File: src/rtl/muldiv_unit.sv
// Multi-cycle shift-add multiplier / restoring divider owning the HI/LO pair.
// One iteration per cycle in RUN, then a single FIX cycle for the sign correction.
module muldiv_unit #(
   parameter int WIDTH = 32
) (
   input  logic             clk,
   input  logic             reset,
   input  logic             start,
   input  logic [2:0]       op,
   input  logic [WIDTH-1:0] a,
   input  logic [WIDTH-1:0] b,
   input  logic             flush,
   output logic             busy,
   output logic             done,
   output logic             div_by_zero,
   output logic [WIDTH-1:0] hi,
   output logic [WIDTH-1:0] lo
);
   localparam int CW = $clog2(WIDTH);
   localparam logic [WIDTH-1:0]   ONE  = 1;
   localparam logic [2*WIDTH-1:0] ONE2 = 1;

   typedef enum logic [1:0] {S_IDLE, S_RUN, S_FIX} state_t;

   state_t             r_state, w_next;
   logic [CW-1:0]      r_cnt;
   logic [2*WIDTH-1:0] r_acc;
   logic [WIDTH-1:0]   r_opd, r_hi, r_lo;
   logic               r_div, r_neg_q, r_neg_r, r_done, r_dz;

   logic               w_accept, w_a_neg, w_b_neg;
   logic [WIDTH-1:0]   w_a_abs, w_b_abs;
   logic [WIDTH:0]     w_sum, w_shift;
   logic [WIDTH-1:0]   w_diff;
   logic               w_ge;
   logic [2*WIDTH-1:0] w_mul_nxt, w_div_nxt, w_prod_fix;
   logic [WIDTH-1:0]   w_quo_fix, w_rem_fix;

   assign w_accept = (r_state == S_IDLE) && start && !flush;
   assign w_a_neg  = !op[0] && a[WIDTH-1];
   assign w_b_neg  = !op[0] && b[WIDTH-1];
   assign w_a_abs  = w_a_neg ? (~a + ONE) : a;
   assign w_b_abs  = w_b_neg ? (~b + ONE) : b;

   // Multiply: upper half accumulates, multiplier shifts out of the low end
   assign w_sum     = {1'b0, r_acc[2*WIDTH-1:WIDTH]}
                    + (r_acc[0] ? {1'b0, r_opd} : '0);
   assign w_mul_nxt = {w_sum, r_acc[WIDTH-1:1]};

   // Divide: upper half is the partial remainder, lower half dividend/quotient
   assign w_shift   = r_acc[2*WIDTH-1:WIDTH-1];
   assign w_ge      = w_shift >= {1'b0, r_opd};
   assign w_diff    = w_shift[WIDTH-1:0] - r_opd;
   assign w_div_nxt = w_ge ? {w_diff, r_acc[WIDTH-2:0], 1'b1}
                           : {r_acc[2*WIDTH-2:0], 1'b0};

   assign w_prod_fix = r_neg_q ? (~r_acc + ONE2) : r_acc;
   assign w_quo_fix  = r_neg_q ? (~r_acc[WIDTH-1:0] + ONE)
                               : r_acc[WIDTH-1:0];
   assign w_rem_fix  = r_neg_r ? (~r_acc[2*WIDTH-1:WIDTH] + ONE)
                               : r_acc[2*WIDTH-1:WIDTH];

   always_comb begin
      w_next = r_state;
      case (r_state)
         S_IDLE: if (w_accept && !op[2]) w_next = S_RUN;
         S_RUN: begin
            if (flush)                          w_next = S_IDLE;
            else if (r_cnt == CW'(WIDTH - 1))   w_next = S_FIX;
         end
         S_FIX:   w_next = S_IDLE;
         default: w_next = S_IDLE;
      endcase
   end

   always_ff @(posedge clk or posedge reset) begin
      if (reset) begin
         r_state <= S_IDLE;
         r_cnt   <= '0;
         r_acc   <= '0;
         r_opd   <= '0;
         r_hi    <= '0;
         r_lo    <= '0;
         r_div   <= 1'b0;
         r_neg_q <= 1'b0;
         r_neg_r <= 1'b0;
         r_done  <= 1'b0;
         r_dz    <= 1'b0;
      end else begin
         r_state <= w_next;
         r_done  <= 1'b0;
         case (r_state)
            S_IDLE: begin
               if (w_accept && !op[2]) begin
                  r_cnt   <= '0;
                  r_div   <= op[1];
                  r_neg_q <= w_a_neg ^ w_b_neg;
                  r_neg_r <= w_a_neg;
                  r_dz    <= 1'b0;
                  r_opd   <= op[1] ? w_b_abs : w_a_abs;
                  r_acc   <= {{WIDTH{1'b0}}, (op[1] ? w_a_abs : w_b_abs)};
               end else if (w_accept && op[2:1] == 2'b10) begin
                  r_dz <= 1'b0;
                  if (op[0]) r_lo <= a;
                  else       r_hi <= a;
               end
            end
            S_RUN: begin
               r_cnt <= r_cnt + CW'(1);
               r_acc <= r_div ? w_div_nxt : w_mul_nxt;
            end
            S_FIX: begin
               if (!flush) begin
                  r_done <= 1'b1;
                  r_dz   <= r_div && (r_opd == '0);
                  if (r_div) begin
                     r_hi <= w_rem_fix;
                     r_lo <= (r_opd == '0) ? '1 : w_quo_fix;
                  end else begin
                     r_hi <= w_prod_fix[2*WIDTH-1:WIDTH];
                     r_lo <= w_prod_fix[WIDTH-1:0];
                  end
               end
            end
            default: ;
         endcase
      end
   end

   assign busy        = (r_state != S_IDLE);
   assign done        = r_done;
   assign div_by_zero = r_dz;
   assign hi          = r_hi;
   assign lo          = r_lo;
endmodule

File: config.mk
export PLATFORM = sky130hd
export DESIGN_NAME = muldiv_unit
export DESIGN_NICKNAME = d
export VERILOG_FILES = /design/src/rtl/muldiv_unit.sv
export SDC_FILE = /design/constraint.sdc
export NUM_CORES = 1
export LEC_CHECK = 0
export CORE_AREA = 2 2 229 231
export CTS_BUF_LIST = sky130_fd_sc_hd__clkbuf_8
export DETAILED_ROUTE_END_ITERATION = 6
export DIE_AREA = 0 0 231 233
export PLACE_DENSITY = 0.55
export SYNTH_ARGS = -nofsm -noshare
export SYNTH_HDL_FRONTEND = slang
export SYNTH_SLANG_ARGS = --single-unit
File: constraint.sdc
create_clock -name clk -period 6.8 [get_ports clk]
set_input_delay 1.36 -clock clk [delete_from_list [all_inputs] [get_ports clk]]
set_output_delay 1.36 -clock clk [all_outputs]
set_load 0.02 [all_outputs]
==> out/metrics.cfg, run 1 <==
[layout]
final_layout_size_suffix_gt1_share_pct=4.70
synthToLayoutAreaGrowth_pct=15.2
design_area_um2=17600
fillers=5431
fin_nets=2171
layout_common_cells=nand2_1, o21ai_0, nor2_1

[logic_synthesis]
synth-seq-area-share_pct=28.2
synth_ff_type=dfrtp_1
synth_cell_types=78
synth_edf_count=0
postSynthAreaPerCell_um2=7.69
yosysTopAreaCellShare_pct=28.2
synth_top_cells_by_area=dfrtp_1, o21ai_0, ha_1
synth_largest_area_cell=dfrtp_1
syn_area_um2=15200
syn_inst=1982
syn_nets=2125
synthArstFlopShare_pct=100
synth_warnings=0
ys_ff_latch=172

[critical_path]
reg2reg_slack_ns=2.28
reg2regPathDepth=13
r2r_end=r_acc[61]
critPathLaunchType=flop
path_class=reg2reg
crit_arrival_ns=4.94
cp_max_fo=19
r2r-start=r_acc[0]
worstSetupEndpointType=flop
critPathRequiredTime_ns=7.22

[timing]
final_hold_viol_count=0
hold_ws_ns=0.487
maxSlewHeadroom_pct=26.3
finalSetupViolCount=0
rsz0062_at_grt=no
min_period_over_period_pct=66.5
fin_crit_ns=4.52
fin_setup_tns_ns=0
worst_slew_pin_slew_ns=1.10
fin_skew_ns=0.0252
drv_slew=0
max_freq_mhz=221

[drt]
initialDrtViolationCount=1711
drc=0
wl_per_cell_um=22.8
vias_per_cell=5.78
via_count=15700
antenna_left=0
routed_wirelength_um=62000
first_pass_iters=6

[floorplanning]
dieArea_um2=53800
coreArea_um2=51100
die_h_um=233
io_pins=138
die_x_um=231
initial_core_util_pct=29.8
rows=83

[global_routing]
antenna_found_initial=3
grt_pass1_wl_um=94100
grt_use_total_pct=22.9
grt_max_degree=97
overflow=0
first_global_vias=14800

[clock_tree]
postCtsHoldBufs=0
clkLatencyLatePin_ns=0.53
htreeDepth=4
cts_tree=built
post_cts_buffers=0
cts_buffer_depth=2
cts_resized=0
root_buffer=clkbuf_8
path_clk_slew_ns=0.10
cts_made_buffers=17
cts_sinks=172

[power]
share_comb_of_total_power_pct=60.6
swShare_pct=51.4
pwr-share-clk_pct=11.1
vdd_ir_drop_max_mv=0.148
p_sw_mw=3.45
p_leak_nw=7.11
cellPowerDensity_nw_per_um2=382
internal_power_mw=3.26
seqPwrFrac_pct=28.3

[placement]
hpwl_um=47700
gp_congestion=0.926
place_area_um2=17200
portBuffers=137

[status]
run_status=completed

[min_path]
worstHoldStart=hi[19]
holdPathStages=2
holdPathEnd=hi[19]
hp-class=reg2reg

[flow_run]
drv_cap=0

==> worst max-delay path by stage <==
stage                   to     start  slack, ns  depth (start not counted)
2_1_floorplan  div_by_zero     reset       0.78                          1
3_3_place_gp     r_acc[29]      b[0]       2.15                         10
3_5_place_dp     r_acc[29]      b[5]       2.07                         10
4_1_cts          r_acc[61]  r_acc[0]       2.35                         13
5_1_grt          r_acc[63]  r_acc[0]       2.04                         12
6_report         r_acc[61]  r_acc[0]       2.28                         13
==> power groups by stage <==
stage	Combinational [mW]	Clock, mW	Sequential, mW
after global routing	4.46	0.801	1.93
after global placement	3.99	0	1.89
after CTS	4.03	0.764	1.87
final	4.07	0.747	1.90
after floorplan	2.83	0	1.72
after detailed placement	4.01	0	1.89
==> cells in the mapped netlist, drive strengths merged (19+ instances only) <==
| library cell | number |
|---|---|
| o21ai | 210 |
| nand2 | 202 |
| nor2 | 192 |
| a21oi | 174 |
| dfrtp | 172 |
| clkbuf | 113 |
| xnor2 | 96 |
| ha | 70 |
| xor2 | 70 |
| inv | 64 |
| a211oi | 49 |
| mux2i | 49 |
| o31ai | 37 |
| nor3 | 34 |
| nand3 | 32 |
| o211ai | 32 |
| a21o | 30 |
| o22ai | 30 |
| a31oi | 25 |
| nor4 | 22 |
| and3 | 21 |
| nand2b | 21 |
| nand4 | 20 |
| buf | 19 |
==> state kept, by name, indices dropped and copies added (netlist names) <==
signal       cells
r_neg_r          1
r_div            1
r_opd           32
done             1
div_by_zero      1
r_acc           64
r_cnt            5
r_state          2
lo              32
hi              32
r_neg_q          1
==> critical path, stage by stage, from the launching register on <==
cell and delay [ns]:
dfrtp_1 0.53, inv_1 0.69, buf_4 0.35, nor2_1 0.06, ha_1 0.33, nor2b_1 0.16
o31ai_1 0.38, a22oi_1 0.27, a21oi_1 0.35, a31oi_1 0.24, o221ai_1 0.40, o21ai_0 0.19
and4_1 0.21, a211oi_1 0.23
==> layout make-up <==
| type | count | area [um2] | share of cell area, % |
|---|---|---|---|
| inverters | 66 | 253 | 1.44 |
| diodes | 1 | 2.50 | 0.0143 |
| flip-flops and latches | 172 | 4310 | 24.5 |
| clock inverters | 15 | 138 | 0.784 |
| well taps | 680 | 851 | 4.85 |
| clock buffers | 17 | 234 | 1.33 |
| multi-input cells | 1612 | 10200 | 58.3 |
| repair buffers | 159 | 1540 | 8.79 |
==> metrics by stage <==
step                utilization, %  std cells  setup WS [ns]  power (mW)
global route                  34.4       2721           2.04        7.20
finish                        34.4       2722           2.28        6.71
floorplan                        -       1982          0.780        4.55
detailed placement            33.6       2689           2.07        5.90
CTS                           34.4       2721           2.35        6.66
global placement              33.6       2689           2.15        5.88
==> kinds of logic after synthesis <==
family / Yosys count / synth area share (%)
compound gates: 684 / 27.9
xor+xnor: 166 / 9.54
fa+ha+maj: 72 / 6.01
buf+inv: 198 / 5.02
flops: 172 / 28.2
mux: 55 / 3.66
simple gates: 635 / 19.7
==> per-layer routing <==
metal  track usage [%]  wire, um  up-vias
li1                  -         -     7314
met1              33.0     28600     7589
met2              34.2     26500      699
met3              2.98      4430      118
met4              9.48      2410        2
met5                 0        10        -
(Power assumes the default switching activity.)
==> inputs of run 2 (changes only) <==
Clock period 6.8 ns to 4.5 ns, I/O delays scaled along.
==> out/metrics.cfg, run 2 (same netlist as run 1, synthesis figures left out) <==
[layout]
synthToLayoutAreaGrowth_pct=17.4
multi_input_area_um2=10200  ; unchanged
regMostFlops=r_acc
final_layout_size_suffix_gt1_share_pct=6.27  ; +1.6 points
fillers=5387  ; -0.81%
largest_reg_flops=64  ; unchanged
layout_common_cells=nand2_1, o21ai_0, nor2_1
fin_nets=2204  ; +1.5%
seq_area_um2=4310  ; unchanged

[min_path]
hp-class=reg2reg

[critical_path]
crit_path_start=r_acc[0]
path_buf_inv=3  ; +1
crit_end=r_acc[61]
critPathRequiredTime_ns=4.95  ; -2.27 ns
r2r_end=r_acc[61]
reg2reg_slack_ns=0.56  ; -1.71 ns
worstSetupEndpointType=flop
cp_max_fo=20  ; +1
r2r-start=r_acc[0]
cp_common_cell=buf_4
cp_slowest_stage_delay_ns=0.67  ; -0.02 ns
reg2regPathDepth=13  ; unchanged
path_class=reg2reg
worst-path-stages=13  ; unchanged
crit_arrival_ns=4.39  ; -0.55 ns
path_cells=inv_1, buf_4, buf_4, nor2_1, ha_1, a21oi_1, o21bai_1, a2111oi_0, a31oi_1, o221ai_1, o21ai_0, and4_1, a211oi_1
critPathLaunchType=flop
crit_path_top_delay_cell=a2111oi_0
path_delay_family=compound AO/OA/AOI/OAI gates

[clock_tree]
cts_resized=0  ; unchanged
cts_buffer_depth=2  ; unchanged
path_clk_slew_ns=0.12  ; +0.02 ns
cts_made_buffers=17  ; unchanged
cts_sinks=172  ; unchanged
clkLatencyLatePin_ns=0.55  ; +0.02 ns
htreeDepth=4  ; unchanged
post_cts_buffers=0  ; unchanged
postCtsHoldBufs=0  ; unchanged
cts_tree=built
root_buffer=clkbuf_8

[global_routing]
grt_max_degree=97  ; unchanged
grt_use_total_pct=22.4  ; -0.51 points
grt_pass1_wl_um=92100  ; -2.1%
antenna_found_initial=0  ; -3
overflow=0  ; unchanged
first_global_vias=14700  ; -0.43%

[drt]
routed_wirelength_um=61300  ; -1.2%
wl_met2_um=26400  ; -0.48%
wl_per_cell_um=22.2  ; -2.4%
drc=0  ; unchanged
via_count=15900  ; +1.3%
top_layer=met4
wl_met1_um=27300  ; -4.6%
wl_met3_um=5050  ; +14%
first_pass_iters=5  ; -1
antenna_left=0  ; unchanged
vias_per_cell=5.78  ; about the same
initialDrtViolationCount=1729  ; +1.1%

[timing]
final_hold_viol_count=0  ; unchanged
finalSetupViolCount=0  ; unchanged
hold_ws_ns=0.491  ; +0.00372 ns
worst_slew_pin_slew_ns=1.25  ; +0.151 ns
maxSlewHeadroom_pct=15.5  ; -11 points
max_freq_mhz=254  ; +15%
rsz0062_at_grt=no
fin_crit_ns=3.94  ; -0.585 ns
fin_setup_tns_ns=0  ; unchanged
min_period_over_period_pct=87.5  ; +21 points
fin_skew_ns=0.0345  ; +0.00935 ns
drv_slew=0  ; unchanged

[power]
cellPowerDensity_nw_per_um2=576  ; +51%
p_leak_nw=7.29  ; +2.6%
vdd_ir_drop_max_mv=0.233  ; +57%

[status]
run_status=completed

[floorplanning]
dieArea_um2=53800  ; unchanged
rows=83  ; unchanged
coreArea_um2=51100  ; unchanged
io_pins=138  ; unchanged
die_x_um=231  ; unchanged
die_h_um=233  ; unchanged
initial_core_util_pct=29.8  ; unchanged

[placement]
gp_congestion=0.925  ; -0.16%
hpwl_um=47400  ; -0.62%
portBuffers=137  ; unchanged

[flow_run]
drv_cap=0  ; unchanged

==> run 2: changes by cell type in the layout (fill, tap and decap cells not counted), sizes merged <==
cell | previous run | this run
buf | 23 | 56
clkinvlp | 2 | 3
inv | 71 | 70
==> run 2: per-stage QoR <==
| stage | total power [mW] | instance area, um2 | worst slack [ns] | std cells | utilization [%] |
|---|---|---|---|---|---|
| 5_1_grt | 11.1 | 17900 | 0.329 | 2754 | 35.0 |
| 3_3_place_gp | 8.88 | 17500 | 0.324 | 2722 | 34.2 |
| 6_report | 10.3 | 17900 | 0.563 | 2755 | 35.0 |
| 2_1_floorplan | 6.87 | 15200 | 1.19 | 1982 | - |
| 4_1_cts | 10.2 | 17900 | 0.662 | 2754 | 35.0 |
| 3_5_place_dp | 8.97 | 17500 | 0.321 | 2722 | 34.2 |
==> run 2: routing by layer <==
metal  GRT usage, %  vias to the layer above
met3           3.15                       95
li1               -                     7376
met4           9.54                        0
met2           34.0                      768
met5              0                        -
met1           31.6                     7689
==> run 2: tightest hold or removal path: cells and delay by family, from the launching register on <==
family / cells / cell delay (ns)
flops: 1 / 0.36
compound gates: 1 / 0.06
simple gates: 1 / 0.04
==> run 2: worst min-delay path by stage <==
stage	startpoint	to	slack (ns)	depth (start not counted)
2_1_floorplan	r_cnt[3]	r_cnt[3]	0.44	1
3_3_place_gp	hi[23]	hi[23]	0.46	2
3_5_place_dp	lo[19]	lo[19]	0.47	2
4_1_cts	r_cnt[3]	r_cnt[3]	0.50	1
5_1_grt	r_cnt[3]	r_cnt[3]	0.52	1
6_report	lo[19]	lo[19]	0.49	2
==> run 2: area by class of cell <==
class / instances / area share [%]
diodes: 1 / 0.0140
clock buffers: 17 / 1.31
clock inverters: 15 / 1.11
inverters: 66 / 1.41
multi-input cells: 1612 / 57.2
flip-flops and latches: 172 / 24.1
well taps: 680 / 4.76
repair buffers: 192 / 10.2
==> run 2: report_power, final <==
| group | switching, mW | internal [mW] | total, mW |
|---|---|---|---|
| registers | 0.690 | 1.99 | 2.68 |
| clock network | 0.759 | 0.480 | 1.24 |
| logic | 3.78 | 2.62 | 6.39 |
| total | 5.23 | 5.08 | 10.3 |
==> inputs of run 3 (changes only) <==
Settings changed: SLEW_MARGIN set to 10.
==> out/metrics.cfg, run 3 (same netlist as run 1, synthesis figures left out) <==
[flow_run]
drv_cap=0  ; unchanged

[critical_path]
path_cells=inv_1, buf_4, buf_4, nor2_1, ha_1, a21oi_1, o21bai_1, a2111oi_0, a31oi_1, o221ai_1, o21ai_0, and4_1, a211oi_1
critPathRequiredTime_ns=4.95  ; about the same
r2r-start=r_acc[0]
reg2reg_slack_ns=0.57  ; about the same
path_delay_family=compound AO/OA/AOI/OAI gates
cp_slowest_stage_delay_ns=0.67  ; about the same
crit_path_start=r_acc[0]
reg2regPathDepth=13  ; unchanged
crit_path_top_delay_cell=a2111oi_0
r2r_end=r_acc[61]
worstSetupEndpointType=flop
cp_common_cell=buf_4
path_buf_inv=3  ; unchanged
critPathLaunchType=flop
path_class=reg2reg
cp_max_fo=20  ; unchanged
crit_arrival_ns=4.38  ; about the same

[clock_tree]
path_clk_slew_ns=0.12  ; about the same
post_cts_buffers=0  ; unchanged
clkLatencyLatePin_ns=0.55  ; about the same
cts_buffer_depth=2  ; unchanged
root_buffer=clkbuf_8
cts_resized=0  ; unchanged
cts_made_buffers=17  ; unchanged
cts_sinks=172  ; unchanged
cts_tree=built
postCtsHoldBufs=0  ; unchanged
htreeDepth=4  ; unchanged

[timing]
final_hold_viol_count=0  ; unchanged
fin_setup_tns_ns=0  ; unchanged
finalSetupViolCount=0  ; unchanged
rsz0062_at_grt=no
layout_setup_ws_ns=0.573  ; +0.0101 ns
max_freq_mhz=255  ; +0.26%
maxSlewHeadroom_pct=28.7  ; +13 points
fin_crit_ns=3.93  ; -0.0101 ns
drv_slew=0  ; unchanged
worst_slew_pin_slew_ns=1.07  ; -0.185 ns
fin_skew_ns=0.0354  ; +0.000910 ns
min_period_over_period_pct=87.3  ; -0.22 points

[drt]
first_pass_iters=5  ; unchanged
via_count=15900  ; -0.10%
antenna_left=0  ; unchanged
vias_per_cell=5.78  ; -0.10%
routed_wirelength_um=61300  ; about the same
initialDrtViolationCount=1729  ; unchanged
drc=0  ; unchanged
wl_per_cell_um=22.2  ; about the same

[min_path]
holdPathStages=2  ; unchanged
hp-class=reg2reg
holdPathEnd=lo[19]
worstHoldStart=lo[19]

[global_routing]
antenna_found_initial=0  ; unchanged
grt_max_degree=97  ; unchanged
grt_use_total_pct=22.4  ; unchanged
overflow=0  ; unchanged
grt_pass1_wl_um=92100  ; unchanged
first_global_vias=14700  ; unchanged

[placement]
pre_cts_ws_ns=0.321  ; unchanged
hpwl_um=47400  ; unchanged
gp_congestion=0.925  ; unchanged
place_inst=2722  ; unchanged
portBuffers=137  ; unchanged

[layout]
largest_reg_flops=64  ; unchanged
regMostFlops=r_acc
layout_common_cells=nand2_1, o21ai_0, nor2_1
postLayoutCoreUtil_pct=35.0  ; unchanged
fin_nets=2204  ; unchanged
final_layout_size_suffix_gt1_share_pct=6.27  ; unchanged
layout_commonest_cell=nand2_1
synthToLayoutAreaGrowth_pct=17.4  ; unchanged
fillers=5387  ; unchanged
final_cells=2755  ; unchanged

[floorplanning]
initial_core_util_pct=29.8  ; unchanged
die_x_um=231  ; unchanged
dieArea_um2=53800  ; unchanged
io_pins=138  ; unchanged
coreArea_um2=51100  ; unchanged
rows=83  ; unchanged
die_h_um=233  ; unchanged

[power]
vdd_ir_drop_max_mv=0.233  ; +0.13%
cellPowerDensity_nw_per_um2=576  ; about the same
p_leak_nw=7.29  ; about the same

[status]
run_status=completed

[run 3: changes by cell type in the layout (fill, tap and decap cells not counted)]
| cell | before | now |
|---|---|---|
| o21ai_0 | 202 | 201 |
| o21ai_1 | 7 | 8 |
[run 3: metrics by stage]
stage                     power, mW  instance area, um2  hold WS, ns
final                          10.3               17900        0.491
after global routing           11.1               17900        0.519
after detailed placement       8.97               17500        0.472
after global placement         8.88               17500        0.464
after CTS                      10.2               17900        0.497
after floorplan                6.87               15200        0.442
[run 3: how the worst max path moves through the flow]
stage	endpoint	depth (start not counted)
finish	r_acc[61]	13
detailed placement	r_opd[28]	9
floorplan	r_acc[32]	12
global route	r_acc[61]	13
CTS	r_acc[63]	11
global placement	r_opd[28]	9
[run 3: final cells by class]
cell class,instances,area [um2],share of cell area [%]
clock inverter,15,198,1.11
inverter,66,251,1.41
clock buffer,17,234,1.31
timing repair buffer,192,1820,10.2
antenna,1,2.50,0.0140
multi-input combinational,1612,10200,57.2
tap,680,851,4.76
sequential,172,4310,24.1
[run 3: worst min-delay path: stages (launching register included)]
cell and delay (ns):
dfrtp_1 0.36, nand2_1 0.04, o21ai_0 0.06
[run 3: report_power, final]
group | switching, mW | internal [mW] | total (mW)
Sequential | 0.689 | 1.99 | 2.68
Clock | 0.759 | 0.480 | 1.24
Combinational | 3.78 | 2.62 | 6.39
[run 3: routing by layer]
metal,track usage (%),part of all wire [%],up-vias
met5,0,0,-
met4,9.54,4.1,0
met3,3.15,8.0,102
met2,34.0,43,769
met1,31.6,45,7668
li1,-,-,7373
==> variant (flow settings as in run 2) <==
`WIDTH`: 32 -> 16.
--- a/src/rtl/muldiv_unit.sv
+++ b/src/rtl/muldiv_unit.sv
@@ -1,7 +1,7 @@
 // Multi-cycle shift-add multiplier / restoring divider owning the HI/LO pair.
 // One iteration per cycle in RUN, then a single FIX cycle for the sign correction.
 module muldiv_unit #(
-   parameter int WIDTH = 32
+   parameter int WIDTH = 16
 ) (
    input  logic             clk,
    input  logic             reset,
Interface: changed (resized a, b, hi and lo); port bits go from 138 to 74. No check against the original RTL was run, so the function may have changed too.
==> variant against run 2 <==
Combinational power down 56%. Wire length is 56% lower. Non-clock buffer count decreased by 106. Sequential cell count decreased by 81. Cell area down 48%. Count of clock-buffer cells in the layout fell by 8. Power fell by 52%. Worst setup slack better by 0.54 ns. First-iteration DRC count fell by 68%. Synthesized area shrank 51%. Clock power decreased by 47%. Sequential power decreased by 44%. Critical path type unchanged. Largest cell class unchanged. Highest routed layer is now met5.
==> variant: results <==
group,metric,value,unit
final_layout,antennaDiodeCount,0,
place,dpl.cell_count,1674,
hold_path,min_from,"lo[12]$_DFFE_PP0P_",
grt,antenna_found_initial,3,
clock_network,path_clk_slew,0.10,ns
clock_network,numCtsBuffers,9,
outcome,run_status,"finished clean",
grt,grt_max_degree,92,
worst_setup_path,arrival,3.67,ns
timing,max_slew_margin,0.1931,
worst_setup_path,rr_endpoint,"r_acc[30]$_DFFE_PP0P_",
place,port_buffers,73,
final_layout,nNetsFinal,1083,
place,placed_area,0.009039,sq mm
grt,grt_pass1_vias,7037,
clock_network,htree_levels,3,
final_layout,largest_reg_flops,32,
clock_network,worstSkewPairLatency,0.39,ns
logic_synthesis,synth_commonest_cells,"nor2_1 (116), nand2_1 (110), o21ai_0 (99)",
logic_synthesis,synth_cells,957,
final_layout,area_growth,23.28,%
power,power_leakage,3.678,nW
place,gp_congestion,0.8459,
final_layout,fill_cells,5802,
logic_synthesis,syn-num-nets,1035,
detailed_routing,wl_per_cell,16.01,microns
worst_setup_path,reg2regPathDepth,11,
worst_setup_path,regToRegSetupSlack,1.10,ns
detailed_routing,drt-initial-drc-count,547,
worst_setup_path,worstPathMaxFanout,11,
logic_synthesis,synthDistinctLibCells,58,
variant: cell count changes after synthesis, moves of 28 or more:
cell,change
clkbuf_1,-68
nand2_1,-92
inv_1,-28
xnor2_1,-64
nor2_1,-76
dfrtp_1,-81
a21oi_1,-112
o21ai_0,-103
ha_1,-33
o22ai_1,-29
variant: worst max-delay path by stage:
stage                               from  cells after the start                      end
global placement                    b[0]                      9    r_opd[13]$_DFFE_PP0P_
detailed placement                  b[0]                      9    r_opd[13]$_DFFE_PP0P_
floorplan                          reset                      1  div_by_zero$_DFFE_PP0P_
CTS                 r_acc[0]$_DFFE_PP0P_                     11    r_acc[30]$_DFFE_PP0P_
global route        r_acc[0]$_DFFE_PP0P_                     11    r_acc[30]$_DFFE_PP0P_
finish              r_acc[0]$_DFFE_PP0P_                     11    r_acc[30]$_DFFE_PP0P_
variant: through the flow:
stage	hold slack, ns	setup WS (ns)
final	0.4890	1.100
after global routing	0.5206	0.7794
after CTS	0.4912	1.126
after detailed placement	0.4699	0.7458
after global placement	0.4685	0.7360
after floorplan	0.4502	1.236
variant: logic make-up after synthesis:
kind of cell / share of synthesized area
and+or+nand+nor: 0.2016
AOI/OAI and AO/OA: 0.2479
DFF: 0.3030
buffers and inverters: 0.04412
xor gates and xnor gates: 0.08858
adders and majority gates: 0.06693
muxes: 0.04779
variant: routing by layer:
metal	routed length (microns)	track usage	up-vias
li1	-	-	3524
met1	12970	0.1425	3476
met2	11570	0.1513	246
met3	2045	0.02549	34
met4	429	0.02218	6
met5	34	0	-
variant: area by class of cell:
cell class / instances / share of cell area
timing repair buffer: 86 / 0.09022
tap: 680 / 0.09184
sequential: 91 / 0.2458
inverter: 37 / 0.01513
multi-input combinational: 780 / 0.5327
clock inverter: 7 / 0.01094
clock buffer: 9 / 0.01337
variant: power breakdown:
part / internal (mW) / switching [mW] / leakage [nW] / total [mW]
clock: 0.319 / 0.339 / 0.117 / 0.658
combinational: 1.23 / 1.62 / 2.43 / 2.84
sequential: 1.07 / 0.421 / 1.13 / 1.49
variant: worst max-delay path: stages (launching register included):
cell and delay, ns:
dfrtp_1 0.46, inv_1 0.36, nor2_1 0.10, ha_1 0.36, o21ai_0 0.14, o21a_1 0.25, o31a_1 0.33, o41ai_1 0.60
a21oi_1 0.19, and4b_1 0.23, nor3_1 0.17, o21ai_0 0.11
